$ cat config.mk
export PLATFORM = sky130hd
export DESIGN_NAME = gfx_pixel_unpacker
export DESIGN_NICKNAME = d
export VERILOG_FILES = /design/src/rtl/gfx_pixel_unpacker.sv
export SDC_FILE = /design/constraint.sdc
export NUM_CORES = 1
export LEC_CHECK = 0
export ABC_CLOCK_PERIOD_IN_PS = 3900
export BUFFER_PORTS_ARGS = -buffer_cell sky130_fd_sc_hd__buf_2
export CELL_PAD_IN_SITES_DETAIL_PLACEMENT = 0
export CELL_PAD_IN_SITES_GLOBAL_PLACEMENT = 1
export CORE_AREA = 2 2 252 304
export DETAILED_ROUTE_END_ITERATION = 7
export DIE_AREA = 0 0 254 306
export PLACE_DENSITY = 0.46
export SLEW_MARGIN = 15
export SYNTH_ARGS = -nofsm -noshare
export SYNTH_HDL_FRONTEND = slang
export SYNTH_SLANG_ARGS = --single-unit
export TNS_END_PERCENT = 30
$ cat constraint.sdc
create_clock -name clk_i -period 3.9 [get_ports clk_i]
set_input_delay 0.195 -clock clk_i [delete_from_list [all_inputs] [get_ports clk_i]]
set_output_delay 0.195 -clock clk_i [all_outputs]
set_load 0.01 [all_outputs]
$ cat src/rtl/gfx_pixel_unpacker.sv
// Framebuffer read-side unpacker: takes 128-bit memory words and streams one
// pixel per clock, expanded to 1-10-10-10 ARGB.
module gfx_pixel_unpacker #(
  parameter int unsigned WORD_WIDTH = 128,
  parameter int unsigned PointWidth = 16
) (
  input  logic                  clk_i,
  input  logic                  rst_ni,
  input  logic                  start_i,
  input  logic [1:0]            depth_i,
  input  logic [PointWidth-1:0] npix_i,
  input  logic [WORD_WIDTH-1:0] wd_i,
  input  logic                  wvalid_i,
  output logic                  wready_o,
  output logic                  pvalid_o,
  input  logic                  pready_i,
  output logic                  a_o,
  output logic [9:0]            r_o,
  output logic [9:0]            g_o,
  output logic [9:0]            b_o,
  output logic [PointWidth-1:0] px_o,
  output logic                  plast_o,
  output logic                  busy_o,
  output logic                  done_o
);

  localparam int unsigned CntW = PointWidth + 1;

  typedef enum logic [1:0] {Bpp8 = 2'd0, Bpp16 = 2'd1, Bpp24 = 2'd2, Bpp32 = 2'd3} depth_e;
  typedef enum logic [1:0] {StIdle, StRun, StDone} state_e;

  state_e                r_state, w_state_next;
  logic [1:0]            r_depth;
  logic [PointWidth-1:0] r_npix, r_words_rem, r_load_cnt, w_words_start;
  logic [WORD_WIDTH-1:0] r_buf;
  logic                  r_buf_valid;
  logic [3:0]            r_sidx, w_sidx_max;
  logic                  r_pvalid, r_a, r_plast;
  logic [9:0]            r_r, r_g, r_b;
  logic [PointWidth-1:0] r_px;

  logic [CntW-1:0]       w_np;
  logic [6:0]            w_shift;
  logic [31:0]           w_pix;
  logic                  w_a;
  logic [9:0]            w_r, w_g, w_b;
  logic                  w_load, w_last_pix, w_buf_last, w_wready, w_accept, w_final_xfer;

  // Word count for the run, ceil(npix / pixels-per-word).
  always_comb begin
    w_np = {1'b0, npix_i};
    w_words_start = '0;
    unique case (depth_e'(depth_i))
      Bpp8:  w_words_start = PointWidth'((w_np + CntW'(15)) >> 4);
      Bpp16: w_words_start = PointWidth'((w_np + CntW'(7)) >> 3);
      Bpp24: w_words_start = PointWidth'((w_np + CntW'(4)) / CntW'(5));
      Bpp32: w_words_start = PointWidth'((w_np + CntW'(3)) >> 2);
    endcase
  end

  always_comb begin
    w_sidx_max = 4'd0;
    w_shift    = 7'd0;
    unique case (depth_e'(r_depth))
      Bpp8:  begin w_sidx_max = 4'd15; w_shift = {r_sidx, 3'b000};         end
      Bpp16: begin w_sidx_max = 4'd7;  w_shift = {r_sidx[2:0], 4'b0000};   end
      Bpp24: begin w_sidx_max = 4'd4;  w_shift = 7'(r_sidx) * 7'd24;       end
      Bpp32: begin w_sidx_max = 4'd3;  w_shift = {r_sidx[1:0], 5'b00000};  end
    endcase
  end

  assign w_pix = 32'(r_buf >> w_shift);

  // Channel expansion replicates the field MSBs into the low bits.
  always_comb begin
    w_a = 1'b0;
    w_r = '0;
    w_g = '0;
    w_b = '0;
    unique case (depth_e'(r_depth))
      Bpp8: begin
        w_a = 1'b1;
        w_r = {w_pix[7:5], w_pix[7:5], w_pix[7:5], w_pix[7]};
        w_g = {w_pix[4:2], w_pix[4:2], w_pix[4:2], w_pix[4]};
        w_b = {5{w_pix[1:0]}};
      end
      Bpp16: begin
        w_a = w_pix[15];
        w_r = {2{w_pix[14:10]}};
        w_g = {2{w_pix[9:5]}};
        w_b = {2{w_pix[4:0]}};
      end
      Bpp24: begin
        w_a = w_pix[23];
        w_r = {w_pix[22:15], w_pix[22:21]};
        w_g = {w_pix[14:7], w_pix[14:13]};
        w_b = {w_pix[6:0], w_pix[6:4]};
      end
      Bpp32: begin
        w_a = w_pix[31];
        w_r = w_pix[30:21];
        w_g = w_pix[20:11];
        w_b = w_pix[9:0];
      end
    endcase
  end

  assign w_last_pix   = (r_load_cnt == r_npix - PointWidth'(1));
  assign w_load       = (r_state == StRun) && r_buf_valid && (!r_pvalid || pready_i);
  assign w_buf_last   = (r_sidx == w_sidx_max) || w_last_pix;
  assign w_wready     = (r_state == StRun) && (r_words_rem != '0) &&
                        (!r_buf_valid || (w_load && w_buf_last));
  assign w_accept     = wvalid_i && w_wready;
  assign w_final_xfer = r_pvalid && r_plast && pready_i;

  always_ff @(posedge clk_i or negedge rst_ni) begin
    if (!rst_ni) r_state <= StIdle;
    else         r_state <= w_state_next;
  end

  always_comb begin
    w_state_next = r_state;
    unique case (r_state)
      StIdle:  if (start_i) w_state_next = (npix_i != '0) ? StRun : StDone;
      StRun:   if (w_final_xfer) w_state_next = StDone;
      StDone:  w_state_next = StIdle;
      default: w_state_next = StIdle;
    endcase
  end

  always_comb begin
    busy_o   = (r_state == StRun) || (r_state == StDone);
    done_o   = (r_state == StDone);
    wready_o = w_wready;
  end

  always_ff @(posedge clk_i or negedge rst_ni) begin
    if (!rst_ni) begin
      r_depth     <= '0;
      r_npix      <= '0;
      r_words_rem <= '0;
      r_load_cnt  <= '0;
      r_buf       <= '0;
      r_buf_valid <= 1'b0;
      r_sidx      <= '0;
      r_pvalid    <= 1'b0;
      r_a         <= 1'b0;
      r_r         <= '0;
      r_g         <= '0;
      r_b         <= '0;
      r_px        <= '0;
      r_plast     <= 1'b0;
    end else if (r_state == StIdle && start_i) begin
      r_depth     <= depth_i;
      r_npix      <= npix_i;
      r_words_rem <= w_words_start;
      r_load_cnt  <= '0;
      r_buf_valid <= 1'b0;
      r_sidx      <= '0;
    end else begin
      // Accept only happens with an empty buffer or when its last pixel leaves.
      if (w_accept) begin
        r_buf       <= wd_i;
        r_buf_valid <= 1'b1;
        r_sidx      <= '0;
        r_words_rem <= r_words_rem - PointWidth'(1);
      end else if (w_load && w_buf_last) begin
        r_buf_valid <= 1'b0;
      end else if (w_load) begin
        r_sidx <= r_sidx + 4'd1;
      end
      if (w_load) begin
        r_pvalid   <= 1'b1;
        r_a        <= w_a;
        r_r        <= w_r;
        r_g        <= w_g;
        r_b        <= w_b;
        r_px       <= r_load_cnt;
        r_plast    <= w_last_pix;
        r_load_cnt <= r_load_cnt + PointWidth'(1);
      end else if (r_pvalid && pready_i) begin
        r_pvalid <= 1'b0;
      end
    end
  end

  assign pvalid_o = r_pvalid;
  assign a_o      = r_a;
  assign r_o      = r_r;
  assign g_o      = r_g;
  assign b_o      = r_b;
  assign px_o     = r_px;
  assign plast_o  = r_plast && r_pvalid;

endmodule

**Word level (Yosys, flattened, before mapping)**

Index checks and enable logic that the tools add are counted.

- Bits in writable memories: 0
- Bits of input ports: 151
- Memories: 0
- Flip-flop bits (word level): 234
- Latch bits: 0
- Output and inout bits: 52
- ROM bits: 0
- Word-level logic and storage cells: 95

- Equal/unequal tests: 13
- Multiplexer cells: 24
- Shifts and indexed selects: 1
- Reductions and logical operators: 31
- Magnitude comparators: 0
- Bitwise operators: 1
- Div/mod/pow operators: 1
- Multiply operators: 1
- Add/sub/neg operators: 8

Operator list:

| cell | count |
|---|---|
| $shr A128 B7 Y32 | 1 |
| $pmux W10 S4 | 3 |
| $mux W16 | 4 |
| $pmux W16 S4 | 1 |
| $add A16 B3 Y17 const B | 2 |
| $reduce_bool A16 Y1 | 2 |
| $sub A16 B1 Y16 const B | 2 |
| $pmux W7 S4 | 1 |
| $add A16 B2 Y17 const B | 1 |
| $add A16 B4 Y17 const B | 1 |
| $div A17 B3 Y17 const B | 1 |
| $add A16 B1 Y16 const B | 1 |
| $eq A16 B16 Y1 | 1 |
| $mux W4 | 4 |
| $pmux W4 S4 | 1 |
| $eq A2 B2 Y1 const B | 5 |
| $logic_and A1 B1 Y1 | 10 |
| $reduce_and A2 Y1 | 5 |
| $eq A2 B1 Y1 const B | 3 |
| $logic_not A2 Y1 | 3 |
| $mux W2 | 3 |
| $reduce_bool A2 Y1 | 3 |
| $reduce_bool A3 Y1 | 2 |
| $mux W1 | 5 |
| 10 further kinds | 15 |

**Depth between registers and ports, before layout**

- Depth in word-level cells: 10
- Depth in mapped cells: 35
- Gate-level depth less buffers: 26

**Worst setup path before layout**

OpenSTA, ideal clock, no wires.

- Path kind: input -> register
- From: input port npix_i[2]
- To: register r_words_rem[0]
- Stages: 33
- Data arrival time: 7.012 ns
- Buffers on the path: 8
- Path slack: -3.235 ns
- Library setup time: 0.123 ns
- Path through: buf_6 -> clkbuf_1 -> clkinv_1 -> ha_1 -> buf_2 -> or4_1 -> a31oi_1 -> nand4_1 -> or4_1 -> buf_2 -> a211o_1 -> and3_1 -> clkbuf_1 -> a32oi_2 -> o2111ai_4 -> and3_1 -> buf_6 -> nor3_2 -> nand2_1 -> a41o_2 -> and2_1 -> buf_6 -> o41a_1 -> and3_1 -> buf_4 -> xnor2_1 -> a32o_1 -> a221oi_2 -> ha_1 -> nand3_1 -> a211oi_1 -> a221oi_2 -> o221a_1

- Longest elaborated chain between the ends: 4

RTL lines:

| element | line | text |
|---|---|---|
| from (decl) | 11 | `input logic [PointWidth-1:0] npix_i,` |
| $add A16 B3 Y17 | 56 | `Bpp24: w_words_start = PointWidth'((w_np + CntW'(4)) / CntW'(5));` |
| $div A17 B3 Y17 | 56 |  |
| $pmux W16 S4 (*) | 53 | `unique case (depth_e'(depth_i))` |
| $mux W16 (*) | 153 | `end else if (r_state == StIdle && start_i) begin` |
| to (signal assigned) | 156 | `r_words_rem <= w_words_start;` |
| to (signal assigned) | 166 | `r_words_rem <= r_words_rem - PointWidth'(1);` |
| to (decl) | 34 | `logic [PointWidth-1:0] r_npix, r_words_rem, r_load_cnt, w_words_start;` |

Every way passes the cells marked *; elsewhere a longest branch is shown, timed or not.
A chain may end at the register's enable or synchronous reset.

**Worst setup path in the final report**

- From: input port npix_i[3]
- To: register r_words_rem[0]

The elaborated chain is that of the path after synthesis.

==> metrics.md <==
| Metric | Value |
|---|---|
| Commonest non-fill, non-tap cell in the layout | buf_4 |
| Clk slew on worst S/H paths | 70 ps |
| Area delta synth->final | 43.9% |
| Fillers | 7804 |
| Port Buffers | 202 |
| Initial antenna violation count | 6 |
| Nets@finish | 2655 |
| Top Family by Delay on Critical Path | simple AND/OR/NAND/NOR gates |
| Final min period | 6140 ps |
| Hold Path Sink | r_buf[111] |
| Core area | approximately 0.075 mm2 |
| Psw | 7.48 mW |
| Detailed-route DRC error count | 0 |
| CTS tree | done |
| Via density | 4.92 |
| Root buf cell | clkbuf_16 |
| Final instance area | 0.0256 mm2 |
| Mapped Avg Cell Area | 9.27 um2 |
| Final Hold Fails | 0 |
| Ys flop type | dfrtp_1 |
| Hold Path Class | in -> reg |
| Mean routed wirelength per cell | 20.2 um |
| FP Rows | 110 |
| Initial core utilization | a little under a quarter |
| Most frequent cell on the critical path | buf_4 |
| Share of cells above drive strength 1 | 39.7% |
| Failing checks | setup timing |
| Combinational power share | 57.9% |
| Largest net degree at the start of global routing | 90 |
| CP startpoint kind | primary input |
| RSZ-0062 raised after global routing | true |
| Sink Count | 234 |
| Switching Share | 42.6% |
| Diodes inserted | 0 |
| Clock Latency Late Sink | roughly 580 ps |
| Worst ir drop on vdd | 349 uV |
| Clock power share | 15.3% |
| Worst reg2reg path startpoint | r_npix[1] |
| GPL Wtd Cong | 0.865 |
| Required time of the critical path | 4360 ps |
| H-tree depth | 1 |
| CP Capture Type | flip-flop |
| Post-synth EDFFs | 0 |
| Worst-Margin Slew | a little over 900 ps |
| Yosys warns | 0 |
| Vias in the first global route | 18.4k |
| CP max FO | 8 |
| Static Leak | 10.7 nW |
| Crit Reg-Reg Endpoint | r_words_rem[11] |
| Die area | 0.0777 mm2 |
| First-pass GRT wire length | ~110000 um |
| Die X | 254 um |
| Most frequent cells in the layout | buf_4 (330), nand2_1 (301), dfrtp_1 (233) |
| Mapped Cells | 1916 |
| MaxCap Viol Count | 0 |
| Yosys reg bits | 234 |
| Routed Antenna Nets | 0 |
| Result of the run | finished with violations |
| Clk_skew | 32.5 ps |
| Slew Viols, Final | 0 |
| Boundary Pins | roughly 200 |
| Hold-critical path depth | 3 |
| Gr ovfl total | 0 |
| Worst EP arrival | between 6000 and 7000 ps |
| Post-Route WL | between 70000 and 80000 um |
| Post-DP HPWL | 54500 um |
| Asr flop ratio synth | 100% |
| Worst Reg-to-Reg Cells | 23 |
| 1st-iter DRT viols | 820 |
| Fmax achieved | 0.163 GHz |
| Distinct cells, synth | 99 |
| Mapped Area | 0.0178 mm2 |
| Hold Path Origin | wvalid_i |
| CTS Buf Count | 27 |
| Power Total | 17.6 mW |
| CP Class | in -> reg |
| FF-to-FF setup slack | 30 ps |
| Final setup violation count | 9 |
| Critical path buffers and inverters | 11 |
| Sequential power share | 26.8% |
| Gr usage total | 18.0% |
| Crit path max-delay cell type | or4_4 |
| Int Pwr | 10.1 mW |
| Cell Pwr Density | 687 mW/mm2 |
| Ratio of final minimum period to clock period | 157% |
| DR pass1 iterations | 7 |
| Slew margin rel. | a little under two fifths |
| Die Y | 306 um |
| Post-synthesis sequential area ratio | 33.0% |
| Final WS setup | -2240 ps |
| CTS Buffer Depth | 3 |
| Placed Area | 0.0222 mm2 |
| Routed vias | 17.3k |
| CP max stage delay | 560 ps |
| Syn nets | 2081 |
[worst max-delay path by stage]
stage,to,slack (ps),start,cells past startpoint
after floorplan,r_words_rem[0],-2700,npix_i[2],33
after global placement,r_words_rem[0],-3210,npix_i[2],28
after detailed placement,r_words_rem[0],-3260,npix_i[2],28
after CTS,r_words_rem[0],-2200,npix_i[3],32
after global routing,r_words_rem[0],-2440,npix_i[3],35
final,r_words_rem[0],-2240,npix_i[3],35
[Yosys cell counts (7+ instances only)]
library cell  number  share of area [%]
a211o_1            9               0.44
a211oi_1          17               0.72
a21o_1             8               0.34
a21oi_1          107                3.0
a31oi_1           36                1.3
and2_1            15               0.53
and3_1            21               0.74
buf_1             22               0.46
buf_2             16               0.45
clkbuf_1          99                2.1
dfrtp_1          234                 33
ha_1              13               0.92
inv_1             20               0.42
mux2_2           135                8.6
mux2i_1           58                3.3
mux4_2            87                 11
nand2_1          309                6.5
nand2b_1          12               0.42
nand3_1           69                1.9
nand4_1           26               0.92
nor2_1           140                3.0
nor2b_1           15               0.53
nor3_1            38                1.1
nor3b_1            7               0.30
nor4_1            12               0.42
o2111ai_1          9               0.44
o211ai_1          18               0.76
o21ai_0           85                2.4
o22ai_1            8               0.28
o31ai_1            8               0.34
or3_1             10               0.35
xnor2_1           52                2.6
xor2_1            55                2.7
[final cells by class]
class	count	area, um2	area share, %
flip-flops and latches	234	5860	22.9
clock buffers	32	734	2.87
multi-input cells	1511	12100	47.3
well taps	1008	1260	4.93
inverters	22	100	0.392
repair buffers	694	5340	20.9
clock inverters	18	188	0.734
[power groups by stage]
stage | clock (mW) | sequential [mW] | combinational (mW)
after floorplan | 0 | 4.26 | 6.03
after global placement | 0 | 4.69 | 9.59
after detailed placement | 0 | 4.72 | 9.61
after CTS | 2.78 | 4.70 | 10.1
after global routing | 2.86 | 4.85 | 11.1
final | 2.69 | 4.71 | 10.2
[what timing repair did]
action,CTS,global route
cloned,1,0
resized for setup,133,56
pin swaps,60,41
hold buffers,133,0
endpoints found under the hold margin,199,0
setup buffers,27,12
setup endpoints to repair,144,143
[per-stage QoR]
stage               cells  setup WS [ps]  util [%]  setup TNS, ps  hold WS, ps
finish               3519          -2240      34.3         -10980         32.1
global route         3519          -2440      34.3         -13580         19.9
CTS                  3510          -2200      33.8         -11550         2.36
detailed placement   3302          -3260      29.8         -37110          193
global placement     3302          -3210      29.8         -35340          186
floorplan            1916          -2700         -         -14920         -101
[flip-flops by register name (all words and copies together) (netlist names), 4 cells and up]
name,cells
px_o,16
g_o,10
b_o,10
r_words_rem,16
r_o,10
r_sidx,4
r_npix,16
r_buf,128
r_load_cnt,16
[logic make-up (layout without fill, tap and decap cells)]
family                     count (synthesis)  in the layout  share of synthesized area [%]
and+or+nand+nor                          714            714                           18.8
AOI/OAI and AO/OA                        391            391                           14.6
muxes                                    280            280                           22.8
DFF                                      234            234                           33.0
buffers and inverters                    171            766                           4.10
xor gates and xnor gates                 109            109                           5.46
adders and majority gates                 17             17                           1.20
[tightest hold or removal path: cells and delay by family]
kind	cells	cell delay [ps]
AND/OR/NAND/NOR	1	100
buffers and inverters	1	130
multiplexers	1	150
[per-layer routing]
layer	track usage (%)	wire [um]	vias to the layer above
met1	21.7	29100	8662
met5	0	75	-
met3	1.96	2640	97
li1	-	-	8199
met2	33.4	37100	339
met4	5.25	2040	10
No activity file was read; power rests on OpenSTA's default activity.
